### src/rtl/reduction_frame_checker_sat_counter.sv
// Saturating up-counter with a clear that can coincide with an increment,
// so the first beat of a frame is counted from zero in the same cycle.
module sat_counter #(
    parameter int CNT_W = 5,
    parameter int MAX   = 16
) (
    input  logic             clk,
    input  logic             rst,
    input  logic             inc,
    input  logic             clr,
    output logic [CNT_W-1:0] count,
    output logic [CNT_W-1:0] count_nxt,
    output logic             at_max
);

    assign at_max = (count == CNT_W'(MAX));

    always_comb begin
        // NOTE: give every always_comb output a default first so no path infers a latch.
        count_nxt = count;
        if (clr)
            count_nxt = CNT_W'(inc);
        else if (inc && !at_max)
            count_nxt = count + CNT_W'(1);
    end

    always_ff @(posedge clk) begin
        // NOTE: sequential state uses non-blocking assignments to avoid simulation races.
        if (rst)
            count <= '0;
        else
            count <= count_nxt;
    end

endmodule

### config.mk
export PLATFORM = sky130hd
export DESIGN_NAME = sat_counter
export DESIGN_NICKNAME = d
export VERILOG_FILES = /design/src/rtl/reduction_frame_checker_sat_counter.sv
export SDC_FILE = /design/constraint.sdc
export NUM_CORES = 1
export LEC_CHECK = 0
export ABC_CLOCK_PERIOD_IN_PS = 1600
export CAP_MARGIN = 0
export CORE_AREA = 2 2 39 41
export CTS_CLUSTER_SIZE = 25
export DETAILED_ROUTE_END_ITERATION = 8
export DIE_AREA = 0 0 41 43
export GPL_TIMING_DRIVEN = 0
export SLEW_MARGIN = 15
export SYNTH_ARGS = -nofsm -noshare
export SYNTH_HDL_FRONTEND = slang
export SYNTH_SLANG_ARGS = --single-unit
### constraint.sdc
create_clock -name clk -period 1.6 [get_ports clk]
set_input_delay 0.32 -clock clk [delete_from_list [all_inputs] [get_ports clk]]
set_output_delay 0.32 -clock clk [all_outputs]
set_load 0.03 [all_outputs]
# After elaboration in Yosys (flattened, before gate mapping)
# Cells that the tools add are included.
# totals
reg_bits,5
elab_cells,7
output_inout_bits,11
# classes
n_mux,2
n_reduce_logical,2
n_eq_ne,1
addsub,1
# ops
op,n
2-to-1 mux 5 bit,2
adder 5 x 1 -> 5 bit (second input constant),1
equality test 5 bit (second input constant),1
logical AND 1 bit,1
zero test 1 bit,1

# Depth between registers and ports, before layout
# Gate-level depths: netlist of the first run.
# depth
depth_word,5
mapped_depth,6
mapped_depth_nobuf,6

# Least setup slack after synthesis of the first run
# Ideal clock, no wire load.
# synth_path
path_type,flip-flop to output port
from,register count[0]
to,output port count_nxt[1]
t_arrival_ps,1621
path_slack_ps,-341
stages_incl_launch_ff,6
cell_sequence,dfxtp_1 > inv_1 > ha_1 > nand4bb_4 > nand3_1 > a21oi_1
# synth_between
elab_chain_len,5
elab_cells_between_ends,6
classes_between,add/sub (1); eq/ne (1); mux (2); reduce/logical (2)
# synth_rtl
element,line,text
from (decl),11,"output logic [CNT_W-1:0] count,"
from (signal assigned),32,count <= count_nxt;
branches (longest 3 deep; another with adder 5 x 1 -> 5 bit),n/a,
2-to-1 mux 5 bit (*),23,else if (inc && !at_max)
2-to-1 mux 5 bit (*),21,if (clr)
to (decl),12,"output logic [CNT_W-1:0] count_nxt,"
# Every way passes the cells marked *.

# Worst setup path in the final report of the first run
# layout_path
from,register count[1]
to,output port count_nxt[1]
# Same word-level chain as after synthesis.

==> impl_metrics.yaml, run 1 <==
clocking:
  cts_hold_buf: 0
  cts.sinks: 5
  clk_latency_ns: 0.24
  clk_path_buf_depth: 2
  clock-root-buffer: "clkbuf_4"
  cts_tree: "built"
  clk_pin_slew_ns: 0.05
  cts_made_buffers: 3
  h-tree-depth: 1
sta:
  slew_viol_final: 0
  finalSetupViolCount: 4
  worst_pin_slew_ns: 0.302
  hold_violations: 0
  rsz0062_at_grt: "yes"
  timing.final.crit_share_pct: 112
  slew_headroom_pct: 79.9
  max_freq_mhz: 561
  fin_setup_tns_ns: -0.530
  setup_ws_ns: -0.184
  finClkSkew_ns: 0.00547
  hold_ws_ns: 0.443
  timing.final.crit_period_ns: 1.78
floorplanning:
  initial_utilization_pct: 23.3
  die_area_sq_um: 1760
  fp-row-count: 14
  core_sq_um: 1380
  die_w_um: 41
  ios: 15
  dieHeight_um: 43
flow_run:
  cap_violations: 0
synth:
  synthesis.area_sq_um: 323
  synth_cell_types: 19
  netlist_instances: 37
  synth.most_common_cell: "dfxtp_1"
  yosysTopAreaCellShare_pct: 31.0
  yosys_warnings: 0
  ys.flop_type: "dfxtp_1"
  ys_seq_area_share_pct: 31.0
  synth_fp_nets: 43
  synthTopCellsByCount: "dfxtp_1, nand3_1"
  ys_ff_latch: 5
  postSynthAreaPerCell_sq_um: 8.72
  synth_edf_count: 0
  async_reset_ff_share_pct: 0
  synth.area.top_cells: "dfxtp_1, nand4bb_4, ha_1, nand3_1, xor2_1"
  yosys.area.top_type: "dfxtp_1"
power:
  leakagePower_nw: 0.236
  powerDensity_nw_per_um2: 622
  ir_drop_mv: 0.276
cells_and_area:
  instances_no_fill: 73
  diodes: 0
  synthToLayoutAreaGrowth_pct: 79.1
  final_cell_area_sq_um: 578
  largest_reg_flops: 5
  nets: 64
  largestRegisters: "count x5"
  top_register: "count"
  drive_gt1_share_pct: 54.4
grt:
  grt_usage_pct: 11.9
  grt_pass1_vias: 348
  gr-total-overflow: 0
  antenna_found_initial: 0
  grt_pass1_wl_um: 1410
  grt_max_degree: 11
place:
  gp_congestion: 0.701
  port_buffers: 12
  dpl-instance-area_sq_um: 510
  dp_hpwl_um: 604
  dp_cells: 65
worst_setup_path:
  r2r_cells: 6
  startpoint_type: "register"
  end_kind: "output pin"
  worstPathMaxFanout: 4
  crit_type: "reg2out"
  arrival_ns: 1.46
  worstPathRequired_ns: 1.28
run_status:
  violations: "setup timing"
  status: "finished, violations left"
worst_hold_path:
  hold_class: "in2reg"
  min_path_cells: 2
route:
  drt-initial-drc-count: 3
  vias_per_cell: 4.78
  route.vias.total: 349
  first_pass_iters: 2
  routed_wl_um: 924
  ant_nets: 0
  wl_per_cell_um: 12.7
  drc: 0
where the power goes:
| part | total [mW] | internal [mW] | switching (mW) |
|---|---|---|---|
| clock | 0.147 | 0.0944 | 0.0524 |
| sequential | 0.132 | 0.127 | 0.00549 |
| combinational | 0.0808 | 0.0354 | 0.0454 |
cells by family after synthesis:
family	synth area share, %
and+or+nand+nor	34.1
AOI/OAI and AO/OA	15.1
buffers and inverters	6.59
DFF	31.0
xor gates and xnor gates	5.43
adders and majority gates	7.75
through the flow:
stage          setup slack [ns]  util [%]  power (mW)
5_1_grt                  -0.239      41.8       0.380
4_1_cts                  -0.183      41.3       0.360
2_1_floorplan           -0.0229         -       0.177
3_5_place_dp             -0.579      36.9       0.200
6_report                 -0.184      41.8       0.360
3_3_place_gp             -0.572      36.9       0.199
metal layers:
metal | global-route usage, % | routed length, um | up-vias
met5 | 0 | 0 | -
met4 | 8.00 | 9 | 0
met3 | 1.57 | 27 | 2
met2 | 17.8 | 484 | 9
met1 | 15.1 | 402 | 167
li1 | - | - | 171
what timing repair did:
item,4_1_cts,5_1_grt
setup endpoints to repair,10,5
pin swaps,4,2
buffers inserted,4,0
endpoints found under the hold margin,0,0
gates resized for setup,49,3
final timing paths:
kind	from	slack, ns	endpoint
max	count[1]	-0.18	count_nxt[1]
min	clr	0.44	count[1]
max reg2reg	count[1]	0.23	count[1]
min reg2reg	count[4]	0.69	count[4]
cell type report:
class	instances	area, sq um
Sequential cell	5	109
Clock buffer	4	26.3
Timing Repair Buffer	16	134
Inverter	3	20.0
Fill cell	133	806
Tap cell	16	20.0
Multi-Input combinational cell	27	259
Buffer	2	10.0
placed cells by master (no fill, tap or decap), types with 2 or more instances in the layout:
cell,netlist,layout
buf_2,1,2
buf_4,0,7
dfxtp_1,5,2
dfxtp_4,0,2
nor2_2,0,2
clkbuf_4,0,3
nand3_1,4,2
buf_6,0,2
nor3_1,3,3
inv_4,0,2
dlygate4sd2_1,0,5
nand4_1,2,2
critical path, stage by stage, from the launching register on:
cell and delay (ns):
dfxtp_4 0.36, inv_4 0.07, ha_4 0.14, nand4bb_4 0.15, a21o_1 0.23, a21oi_4 0.13, buf_6 0.14
Note: power is estimated with default switching activity, not from simulation.
==> run 2: changes to the inputs <==
CTS_CLUSTER_DIAMETER = 50   (was unset)
==> results of run 2 <==
Final layout, timing and power as in run 1 (identical DEF).
